**src/rtl/uart_rx_pkt_parser.sv**
```systemverilog
// uart_rx_pkt_parser
//   Consumes bytes from a UART receiver and recognises frames of the form
//   SOF, LEN, payload[LEN], CHK.
//   CHK is the 8-bit wrapping sum of LEN and every payload byte.
//   The payload is buffered. It is released to the core as a valid/ready
//   byte stream only when the checksum matches.
//   Malformed, stalled or overrun traffic is dropped and flagged with a
//   one-cycle error pulse.
//
// Ports
//   clk, rst      system clock, synchronous active-high reset
//   rx_byte       received byte, qualified by rx_valid (one-cycle strobe)
//   out_data      payload byte, qualified by out_valid
//   out_valid     payload byte available
//   out_ready     downstream accepts (transfer on out_valid & out_ready)
//   out_last      final payload byte of the frame
//   pkt_len       length of the frame being sent (held after the frame)
//   busy          parser is not idle
//   err_len       LEN byte was 0 or larger than MAX_LEN
//   err_chk       checksum mismatch
//   err_timeout   inter-byte gap inside a frame exceeded TIMEOUT_CLKS
//   err_ovf       byte arrived while a frame was being sent and was dropped
module uart_rx_pkt_parser #(
  parameter int         MAX_LEN      = 16,
  parameter logic [7:0] SOF          = 8'hAA,
  parameter int         TIMEOUT_CLKS = 8700
) (
  input  logic       clk,
  input  logic       rst,
  input  logic [7:0] rx_byte,
  input  logic       rx_valid,
  output logic [7:0] out_data,
  output logic       out_valid,
  input  logic       out_ready,
  output logic       out_last,
  output logic [7:0] pkt_len,
  output logic       busy,
  output logic       err_len,
  output logic       err_chk,
  output logic       err_timeout,
  output logic       err_ovf
);

  localparam int             IDX_W     = (MAX_LEN > 1) ? $clog2(MAX_LEN) : 1;
  localparam int             TO_W      = $clog2(TIMEOUT_CLKS + 1);
  localparam logic [TO_W-1:0] TO_TERM  = TO_W'(TIMEOUT_CLKS - 1);
  localparam logic [7:0]     MAX_LEN_B = 8'(MAX_LEN);

  typedef enum logic [2:0] {
    S_IDLE,
    S_LEN,
    S_PAYLOAD,
    S_CHK,
    S_SEND
  } state_t;

  state_t          state_q, state_d;
  logic [7:0]      len_q, len_d;
  logic [7:0]      sum_q, sum_d;
  logic [7:0]      idx_q, idx_d;
  logic [7:0]      pkt_len_q, pkt_len_d;
  logic [TO_W-1:0] to_cnt_q, to_cnt_d;
  logic            err_len_q, err_len_d;
  logic            err_chk_q, err_chk_d;
  logic            err_ovf_q, err_ovf_d;
  logic            buf_we;
  logic            timed;
  logic            to_expire;
  logic            is_last;
  logic [IDX_W-1:0] idx_a;
  logic [7:0]      buf_mem [MAX_LEN];

  // Checksum accumulation wraps modulo 256.
  function automatic logic [7:0] sum_wrap(input logic [7:0] a, input logic [7:0] b);
    return a + b;
  endfunction

  assign idx_a   = idx_q[IDX_W-1:0];
  assign timed   = (state_q == S_LEN) || (state_q == S_PAYLOAD) || (state_q == S_CHK);
  assign is_last = (idx_q == len_q - 8'd1);

  // A byte arriving on the terminal count is processed instead of timing out,
  // so expiry has to see rx_valid in the same cycle.
  assign to_expire = timed && !rx_valid && (to_cnt_q == TO_TERM);

  // Next-state and datapath control
  always_comb begin
    state_d   = state_q;
    len_d     = len_q;
    sum_d     = sum_q;
    idx_d     = idx_q;
    pkt_len_d = pkt_len_q;
    err_len_d = 1'b0;
    err_chk_d = 1'b0;
    err_ovf_d = 1'b0;
    buf_we    = 1'b0;
    to_cnt_d  = (timed && !rx_valid) ? to_cnt_q + TO_W'(1) : '0;

    unique case (state_q)
      S_IDLE: begin
        if (rx_valid && (rx_byte == SOF)) begin
          state_d = S_LEN;
        end
      end

      S_LEN: begin
        if (rx_valid) begin
          if ((rx_byte == 8'd0) || (rx_byte > MAX_LEN_B)) begin
            err_len_d = 1'b1;
            state_d   = S_IDLE;
          end else begin
            len_d   = rx_byte;
            sum_d   = rx_byte;
            idx_d   = 8'd0;
            state_d = S_PAYLOAD;
          end
        end else if (to_expire) begin
          state_d = S_IDLE;
        end
      end

      S_PAYLOAD: begin
        if (rx_valid) begin
          buf_we = 1'b1;
          sum_d  = sum_wrap(sum_q, rx_byte);
          idx_d  = idx_q + 8'd1;
          if (is_last) begin
            state_d = S_CHK;
          end
        end else if (to_expire) begin
          state_d = S_IDLE;
        end
      end

      S_CHK: begin
        if (rx_valid) begin
          if (rx_byte == sum_q) begin
            pkt_len_d = len_q;
            idx_d     = 8'd0;
            state_d   = S_SEND;
          end else begin
            err_chk_d = 1'b1;
            state_d   = S_IDLE;
          end
        end else if (to_expire) begin
          state_d = S_IDLE;
        end
      end

      S_SEND: begin
        // Incoming bytes cannot be buffered while the payload is draining.
        if (rx_valid) begin
          err_ovf_d = 1'b1;
        end
        if (out_ready) begin
          if (is_last) begin
            state_d = S_IDLE;
          end else begin
            idx_d = idx_q + 8'd1;
          end
        end
      end

      default: state_d = S_IDLE;
    endcase
  end

  // Control state registers
  always_ff @(posedge clk) begin
    if (rst) begin
      state_q   <= S_IDLE;
      len_q     <= 8'd0;
      sum_q     <= 8'd0;
      idx_q     <= 8'd0;
      pkt_len_q <= 8'd0;
      to_cnt_q  <= '0;
      err_len_q <= 1'b0;
      err_chk_q <= 1'b0;
      err_ovf_q <= 1'b0;
    end else begin
      state_q   <= state_d;
      len_q     <= len_d;
      sum_q     <= sum_d;
      idx_q     <= idx_d;
      pkt_len_q <= pkt_len_d;
      to_cnt_q  <= to_cnt_d;
      err_len_q <= err_len_d;
      err_chk_q <= err_chk_d;
      err_ovf_q <= err_ovf_d;
    end
  end

  // Payload buffer: contents are don't-care after reset
  always_ff @(posedge clk) begin
    if (buf_we) begin
      buf_mem[idx_a] <= rx_byte;
    end
  end

  // Outputs
  // out_data is forced to zero outside SEND so stale buffer contents never
  // show on the bus, including straight after reset.
  assign out_valid   = (state_q == S_SEND);
  assign out_data    = out_valid ? buf_mem[idx_a] : 8'd0;
  assign out_last    = out_valid && is_last;
  assign pkt_len     = pkt_len_q;
  assign busy        = (state_q != S_IDLE);
  assign err_len     = err_len_q;
  assign err_chk     = err_chk_q;
  assign err_ovf     = err_ovf_q;
  assign err_timeout = to_expire;

endmodule

```
**config.mk**
```make
export PLATFORM = sky130hd
export DESIGN_NAME = uart_rx_pkt_parser
export DESIGN_NICKNAME = d
export VERILOG_FILES = /design/src/rtl/uart_rx_pkt_parser.sv
export SDC_FILE = /design/constraint.sdc
export NUM_CORES = 1
export LEC_CHECK = 0
export ABC_AREA = 1
export BUFFER_PORTS_ARGS = -buffer_cell sky130_fd_sc_hd__buf_2
export CORE_ASPECT_RATIO = 1.25
export CORE_MARGIN = 2
export CORE_UTILIZATION = 45
export CTS_BUF_LIST = sky130_fd_sc_hd__clkbuf_8
export CTS_CLUSTER_SIZE = 25
export DETAILED_ROUTE_END_ITERATION = 6
export SKIP_LAST_GASP = 1
export SLEW_MARGIN = 30
export SYNTH_ARGS = -nofsm -noshare
export SYNTH_HDL_FRONTEND = slang
export SYNTH_SLANG_ARGS = --single-unit
```
**constraint.sdc**
```tcl
create_clock -name clk -period 2.4 [get_ports clk]
set_input_delay 0.36 -clock clk [delete_from_list [all_inputs] [get_ports clk]]
set_output_delay 0.36 -clock clk [all_outputs]
set_load 0.02 [all_outputs]
```
=== Word level (Yosys, flattened, before mapping) ===
Memory sizes are Yosys's and may differ from the RTL's. A register that Yosys moved wholly into a read port is not among the register bits.
Cells that the tools add are included.
Widths: inputs -> output; s select.

* Register bits: 52
* Bits in latches: 0
* Bits in writable memories: 128
* ROM bits: 0
* Input port bits: 12
* Output and inout port bits: 23
* Word-level logic and storage cells: 93
* Memories: 1

* Add/subtract/negate cells: 4
* $mul: 0
* Divide/modulo/power cells: 0
* $lt $le $gt $ge: 1
* Eq/ne operators: 18
* Shifts and indexed selects: 0
* Muxes and demuxes: 32
* Bitwise operators: 6
* Reduce and logical (&&, ||, !) cells: 22

{| class="wikitable"
|+ Memories
! name !! depth !! width !! read ports !! clocked after memory_dff !! write ports !! line !! source
|-
| buf_mem || 16 || 8 || 1 || 1 || 1 || 71 || <nowiki>logic [7:0] buf_mem [MAX_LEN];</nowiki>
|}

{| class="wikitable"
|+ Operators by type and width
! operator !! count
|-
| $mux 8 || 11
|-
| $pmux 8 s4 || 1
|-
| $mux 3 || 9
|-
| $eq 8x8->1 || 2
|-
| $pmux 8 s2 || 1
|-
| $pmux 3 s5 || 1
|-
| $add 14x1->14 const B || 1
|-
| $eq 14x14->1 const B || 1
|-
| $ne 2x2->1 const B || 6
|-
| $add 8x1->8 const B || 1
|-
| $add 8x8->8 || 1
|-
| $eq 8x8->1 const B || 1
|-
| $gt 8x5->1 const B || 1
|-
| $logic_not 8->1 || 1
|-
| $mux 4 || 2
|-
| $reduce_and 4->1 || 2
|-
| $reduce_and 8->1 || 1
|-
| $sub 8x1->8 const B || 1
|-
| $eq 3x2->1 const B || 2
|-
| $mux 1 || 6
|-
| $ne 2x1->1 const B || 3
|-
| $not 1->1 || 6
|-
| $reduce_and 3->1 || 2
|-
| $reduce_or 3->1 || 2
|-
| other kinds (12) || 18
|}

=== Depth between registers and ports, before layout ===
Gate-level depths: netlist of the first run.

* Depth after elaboration: 8
* Gate-level depth with buffers: 14
* Depth with buffers taken out: 14

=== Least setup slack after synthesis of the first run ===
No wires, ideal clock.

* Path kind: reg-to-output
* Start: register len_q[0]
* End: output port out_last
* Arrival time: 1536 ps
* Data required time: 2040 ps
* Setup slack: 504 ps
* Cell stages (with the launch flop): 12
* Cell sequence: dfxtp_1 inv_2 ha_1 nand2_1 inv_1 nor2_1 nand2_1 nor2_1 nand3_1 nor2_4 nand4_4 inv_1

* Word-level cells in the longest chain between the ends: 3

{| class="wikitable"
|+ RTL lines
! element !! line !! source
|-
| from (decl) || 58 || <nowiki>logic [7:0] len_q, len_d;</nowiki>
|-
| from (signal assigned) || 182 || <nowiki>len_q <= len_d;</nowiki>
|-
| $sub 8x1->8 || 80 || <nowiki>assign is_last = (idx_q == len_q - 8'd1);</nowiki>
|-
| $eq 8x8->1 || 80 ||
|-
| $logic_and 1x1->1 || 205 || <nowiki>assign out_last = out_valid && is_last;</nowiki>
|-
| to (decl) || 35 || <nowiki>output logic out_last,</nowiki>
|}

Every way passes these cells.

==> results of run 1 <==
registers in the layout (all words and copies together), names as in the netlist, named ones only:
signal	flops
pkt_len	8
err_ovf	1
state_q	3
idx_q	8
len_q	8
err_chk	1
err_len	1
to_cnt_q	14
buf_mem	128
sum_q	8
per-stage QoR:
stage	hold slack [ns]	utilization (%)	instance area, um^2	instances	setup WS (ns)
6_report	0.216	55.2	9700	1130	-0.0734
5_1_grt	0.223	55.2	9700	1129	-0.169
4_1_cts	0.184	54.7	9610	1125	-0.0463
3_5_place_dp	0.431	50.0	8780	1079	0.214
3_3_place_gp	0.429	50.0	8780	1079	0.290
2_1_floorplan	0.418	-	8120	813	0.504
how the worst max path moves through the flow:
| stage | end | slack [ns] | depth (start not counted) |
|---|---|---|---|
| final | out_data[3] | -0.07 | 8 |
| after global routing | out_data[5] | -0.17 | 8 |
| after CTS | out_data[3] | -0.05 | 9 |
| after detailed placement | sum_q[6]$_SDFFE_PP0P_ | 0.21 | 12 |
| after global placement | sum_q[6]$_SDFFE_PP0P_ | 0.29 | 12 |
| after floorplan | out_last | 0.50 | 11 |
placed cells by master (no fill, tap or decap), types with 7 or more instances in the layout:
| cell | synthesis | layout |
|---|---|---|
| nor2_1 | 130 | 129 |
| edfxtp_1 | 128 | 128 |
| nand2_1 | 90 | 89 |
| o21ai_0 | 91 | 72 |
| inv_1 | 68 | 66 |
| dfxtp_1 | 56 | 52 |
| a21oi_1 | 51 | 47 |
| buf_4 | 2 | 47 |
| nand3_1 | 32 | 32 |
| buf_2 | 4 | 26 |
| clkbuf_8 | 0 | 17 |
| o21ai_1 | 1 | 13 |
| o211ai_1 | 13 | 13 |
| ha_1 | 13 | 12 |
| o221ai_1 | 20 | 11 |
| nor3_1 | 10 | 10 |
| o221ai_2 | 0 | 9 |
| inv_2 | 8 | 8 |
| o21ai_2 | 1 | 7 |
| nor2_2 | 6 | 7 |
| xor2_1 | 7 | 7 |
| buf_12 | 0 | 7 |
logic make-up after synthesis:
logic type / after synthesis / synth area share (%)
adders and majority gates: 14 / 2.25
DFF: 184 / 61.1
xor gates and xnor gates: 12 / 1.39
AOI/OAI and AO/OA: 198 / 14.0
buffers and inverters: 109 / 5.22
and+or+nand+nor: 296 / 16.0
power groups by stage:
stage | clock network, uW | logic (uW) | registers (uW)
final | 2190 | 144 | 3380
after global placement | 0 | 135 | 3460
after global routing | 2350 | 157 | 3380
after CTS | 2230 | 143 | 3380
after floorplan | 0 | 47.2 | 3460
after detailed placement | 0 | 138 | 3460
layout make-up:
cell class | count | area share [%]
Antenna cell | 1 | 0.0258
Tap cell | 224 | 2.89
Clock buffer | 17 | 2.41
Multi-Input combinational cell | 520 | 29.8
Sequential cell | 184 | 51.3
Timing Repair Buffer | 92 | 8.49
Inverter | 77 | 3.12
Clock inverter | 15 | 1.92
worst register-to-register path, cell delays in order, from the launching register on:
cell     delay (ns)
dfxtp_4        0.37
inv_4          0.04
ha_4           0.23
nand2_2        0.06
inv_2          0.03
nor2_2         0.08
nand2_1        0.05
nor2_1         0.10
nand3_1        0.12
nor2_4         0.14
nand4_4        0.11
buf_4          0.16
buf_4          0.15
nand2_4        0.13
nand2_2        0.08
a21oi_1        0.19
routing by layer:
layer | part of all wire (%) | track usage (%)
met1 | 41 | 28.7
met2 | 52 | 40.4
met3 | 5.6 | 4.65
met4 | 1.6 | 6.85
met5 | 0 | 0
repair_timing:
item                       CTS  global route
pin swaps                   36            28
buffers inserted            11             4
resized for setup           65            22
cloned                       3             0
setup endpoints to repair    9             9
==> out/results.tsv, run 1 <==
stage	metric	value	unit
hold_path	hold_start	rx_valid	
global_routing	grt_pass1_vias	6215	
critical_path	cp_slowest_cell	dfxtp_4	
clocking	ctsHoldBuffers	0	
critical_path	path_cells	buf_12 > clkinvlp_4 > buf_8 > o21ai_1 > o221ai_2 > o211ai_1 > a21oi_2 > buf_6	
sta	hold_viol	0	
route	first_pass_iters	7	
clocking	clk_pin_slew_worst_paths	0.09	ns
route	drc	0	
floorplanning	coreArea	0.0176	mm^2
power_and_ir_drop	swShare	20.6	%
global_routing	antenna_found_initial	0	
synthesis	synth_edf_count	128	
synthesis	syn_area	0.00812	mm^2
outcome	violations	setup timing	
synthesis	syn_nets	839	
synthesis	ys_ff_latch	184	
power_and_ir_drop	p_leak	0.00355	uW
sta	fin_skew	0.0153	ns
synthesis	syn_avg_cell_area	9.99	um^2
critical_path	ff2ff_setup_slack	0.26	ns
power_and_ir_drop	p_clk_share	38.3	%
power_and_ir_drop	power_density	589	mW/mm^2
critical_path	cpLargestDelayFamily	compound AO/OA/AOI/OAI gates	
sta	worst_slack	-0.0734	ns
synthesis	synthCells	813	
critical_path	critPathLaunchType	flip-flop	
sta	post-route-min-period	2.47	ns
synthesis	post-synth-top-count-cell	nor2_1	
sta	fmax	404	MHz
clocking	cts_tree	yes	
sta	relSlewSlack	74.6	%
sta	tightest_slew	0.379	ns
final_layout	n_fill_cell	1567	
synthesis	yosys.area.top_type_share	47.3	%
critical_path	ff2ff_path_depth	15	
clocking	cts_root_buf	clkbuf_8	
clocking	cts_buffer_depth	2	
power_and_ir_drop	totalPowerFinal	5720	uW
global_routing	grt.overflow.total	0	
synthesis	ys_types	42	
floorplanning	initial_core_util	46.2	%
route	routed_wl	21500	um
global_routing	grt_pass1_wl	33000	um
hold_path	hold_path_end	sum_q[6]$_SDFFE_PP0P_	
placed_design	port_buffers	34	
critical_path	required	2.04	ns
hold_path	worstHoldPathCells	3	
synthesis	synthTopCellsByArea	edfxtp_1, dfxtp_1, nor2_1, o21ai_0, nand2_1	
placed_design	place_congestion	0.868	
power_and_ir_drop	max-vdd-ir-drop	0.000311	V
critical_path	cp_max_fo	8	
power_and_ir_drop	intPower	4540	uW
final_layout	syn_to_final_growth	19.4	%
clocking	h-tree-depth	4	
outcome	status	complete, but fails checks	
synthesis	yosys_warnings	0	
sta	period_share	103	%
job	maxCapViolCount	0	
final_layout	regArea	0.00498	mm^2
critical_path	cp.buffers_inverters	4	
sta	grt_setup_unrepaired	yes	
sta	slew_violations	0	
synthesis	synth_largest_area_cell	edfxtp_1	
critical_path	max_stage_delay	0.36	ns
sta	setup_viol_count_final	8	
route	wl_per_cell	19.0	um
synthesis	yosysSeqAreaShare	61.1	%
route	drt_iter0_markers	570	
global_routing	grt_usage	23.1	%
final_layout	nets	918	
sta	fin_setup_tns	-0.415	ns
hold_path	hold_class	in -> reg	
critical_path	crit_arrival	2.11	ns
clocking	clk_latency	0.46	ns
critical_path	worstReg2RegEnd	idx_q[3]$_SDFFE_PP0P_	
synthesis	ys.flop_type	edfxtp_1	
power_and_ir_drop	p_comb_share	2.5	%
route	antenna_left	0	
global_routing	grt_max_degree	29	
power_and_ir_drop	p_switching	1170	uW
route	vias	6275	
floorplanning	row_count	54	
clocking	cts_sinks	184	
floorplanning	fp.dieW	124	um
clocking	cts_buffers	17	
placed_design	hpwl	14000	um
floorplanning	io_pins	35	
critical_path	r2r_start	len_q[1]$_SDFFE_PP0P_	
critical_path	critPathKind	reg -> out	
floorplanning	die_area	0.0191	mm^2
floorplanning	fp.dieH	154	um
critical_path	crit_path_end_kind	output port	
synthesis	async_flop_share	0	%
power_and_ir_drop	sequentialPowerShare	59.1	%
final_layout	layout-drive-gt1-share	21.2	%
synthesis	synthTopCellsByCount	nor2_1, edfxtp_1, o21ai_0	
final_layout	multiInputGateArea	0.00289	mm^2
route	viasPerCell	5.55	
No activity file was read; power rests on OpenSTA's default activity.
==> inputs of run 2 (changes only) <==
Settings changed: CELL_PAD_IN_SITES_DETAIL_PLACEMENT from default to 1, CELL_PAD_IN_SITES_GLOBAL_PLACEMENT from default to 2, CORE_UTILIZATION 45 to 38, PLACE_DENSITY_LB_ADDON from default to 0.1.
Clock period 2.4 ns to 2.1 ns, I/O delays scaled along.
==> run 2 against run 1 <==
The flow still finishes with violations (setup timing). Clock skew rose by 0.0059 ns. Largest cell class unchanged. Largest power group unchanged. Count of clock-buffer cells in the layout stayed put. Combinational power rose by 17%. Sequential share of layout area shrank 0.85 points. Flip-flop and latch count unchanged. Utilization decreased by 8.0 points. Design area is 1.8% higher.
==> out/results.tsv, run 2 (synthesized netlist as in run 1, its figures left out) <==
stage	metric	value	unit	change
final_layout	top_regs	buf_mem: 128 flops, to_cnt_q: 14 flops		
sta	fin_setup_tns	-2.37	ns	-1.95 ns
power_and_ir_drop	p_leak	0.00357	uW	+0.69%
sta	hold_viol	0		unchanged
critical_path	required	1.78	ns	-0.26 ns
critical_path	max_stage_delay	0.45	ns	+0.09 ns
clocking	cts_tree	yes		
clocking	cts_root_buf	clkbuf_8		
placed_design	hpwl	16200	um	+16%
clocking	h-tree-depth	4		unchanged
route	wl_per_cell	20.1	um	+5.9%
outcome	violations	setup timing		
floorplanning	io_pins	35		unchanged
final_layout	layout-drive-gt1-share	23.5	%	+2.3 points
final_layout	n_antenna_cell	0		-1
floorplanning	row_count	59		+9.3%
sta	grt_setup_unrepaired	yes		
critical_path	cp_max_fo	8		unchanged
final_layout	stdcell_count	1194		+5.7%
sta	slew_violations	0		unchanged
floorplanning	coreArea	0.0209	mm^2	+19%
floorplanning	die_area	0.0226	mm^2	+18%
sta	worst_slack	-0.340	ns	-0.266 ns
placed_design	port_buffers	34		unchanged
critical_path	crit_arrival	2.12	ns	about the same
sta	relSlewSlack	69.8	%	-4.8 points
clocking	cts_buffer_depth	2		unchanged
outcome	status	complete, but fails checks		
critical_path	cpLargestDelayFamily	compound AO/OA/AOI/OAI gates		
final_layout	nets	933		+1.6%
final_layout	regMostFlops	buf_mem		
final_layout	syn_to_final_growth	21.5	%	
sta	tightest_slew	0.449	ns	+0.0694 ns
clocking	clk_latency	0.48	ns	+0.02 ns
critical_path	critPathKind	reg -> out		
critical_path	path_cells	inv_8 > buf_12 > buf_4 > nor2_1 > o22ai_1 > o211ai_1 > a21oi_2 > buf_4		
clocking	cts_sinks	184		unchanged
global_routing	grt.overflow.total	0		unchanged
sta	fin_skew	0.0212	ns	+0.00589 ns
hold_path	hold_class	in -> reg		
final_layout	final_cell_mix	nor2_1, edfxtp_1, nand2_1, inv_1, o21ai_0		
sta	post-route-min-period	2.44	ns	
clocking	cts_buffers	17		unchanged
placed_design	place_congestion	0.798		-8.1%
global_routing	grt_pass1_wl	37300	um	+13%
route	routed_wl	24000	um	+12%
route	viasPerCell	5.29		-4.7%
floorplanning	fp.dieH	167	um	+8.6%
job	maxCapViolCount	0		unchanged
global_routing	grt_usage	21.7	%	-1.4 points
critical_path	critPathLaunchType	flip-flop		
power_and_ir_drop	power_density	653	mW/mm^2	+11%
clocking	clk_pin_slew_worst_paths	0.11	ns	+0.02 ns
route	antenna_left	0		unchanged
route	drc	0		unchanged
global_routing	grt_pass1_vias	6907		+11%
power_and_ir_drop	max-vdd-ir-drop	0.000355	V	+14%
route	vias	6318		+0.69%
global_routing	grt_max_degree	33		+14%
critical_path	cp_slowest_cell	dfxtp_4		
placed_design	dp_slack	0.00307	ns	-0.211 ns
floorplanning	fp.dieW	135	um	+8.5%
critical_path	crit_path_end_kind	output port		
sta	holdWs	0.174	ns	-0.0422 ns
sta	fmax	410	MHz	
sta	period_share	116	%	
critical_path	critical_path.most_common_cell	buf_4		
placed_design	placed_cells_incl_taps	1144		+6.0%
final_layout	largest_reg_flops	128		unchanged
route	drt_iter0_markers	344		-40%
critical_path	cp.buffers_inverters	4		unchanged
sta	setup_viol_count_final	9		+1
global_routing	antenna_found_initial	0		unchanged
route	first_pass_iters	4		-3
floorplanning	initial_core_util	38.9	%	-7.4 points
[run 2: layout make-up]
cell class / instances / area [um^2]
fillers: 2351 / 11000
well taps: 274 / 343
multi-input cells: 520 / 2880
clock inverters: 15 / 164
inverters: 77 / 299
repair buffers: 107 / 971
clock buffers: 17 / 234
flip-flops and latches: 184 / 4980
[run 2: report_power, final]
part | switching [uW] | internal, uW | total, uW
Clock | 1430 | 985 | 2410
Sequential | 1.14 | 3860 | 3860
Combinational | 116 | 52.4 | 169
Total | 1550 | 4900 | 6450
[run 2: metrics by stage]
| stage | total power, uW | cell area (um^2) | utilization, % |
|---|---|---|---|
| floorplan | 4010 | 8120 | - |
| global placement | 4110 | 8970 | 42.9 |
| detailed placement | 4120 | 8970 | 42.9 |
| CTS | 6510 | 9520 | 45.5 |
| global route | 6660 | 9870 | 47.2 |
| finish | 6450 | 9870 | 47.2 |
[run 2: path summary, 6_finish.rpt]
check                              start                      to  slack, ns  depth (start not counted)
setup / recovery               flip-flop             out_data[6]      -0.34                          8
hold / removal                  rx_valid   sum_q[6]$_SDFFE_PP0P_       0.17                          3
setup reg to reg   len_q[0]$_SDFFE_PP0P_   idx_q[1]$_SDFFE_PP0P_       0.18                         15
hold reg to reg   to_cnt_q[0]$_SDFF_PP0_  to_cnt_q[0]$_SDFF_PP0_       0.43                          1
[run 2: worst register-to-register path: stages (launching register included)]
cell and delay (ns):
dfxtp_2 0.35, inv_2 0.05, ha_4 0.23, nand2_1 0.06
inv_1 0.04, nor2_1 0.07, nand2_1 0.07, nor2_2 0.12
nand3_2 0.09, nor2_4 0.12, nand4_4 0.12, buf_4 0.17
nand2_4 0.13, inv_2 0.06, nor2_2 0.09, nor2_1 0.05
[run 2: repair_timing]
item,CTS,global route
hold buffers,0,0
pin swaps,15,37
gates cloned,1,5
gates resized for setup,30,73
buffers inserted,4,9
setup endpoints to repair,10,17
[run 2: routing by layer]
metal	global-route usage, %	up-vias	part of all wire (%)
li1	-	3021	-
met5	0	-	0
met1	25.5	3131	41
met2	39.4	126	53
met4	7.55	0	2.2
met3	3.94	40	3.8
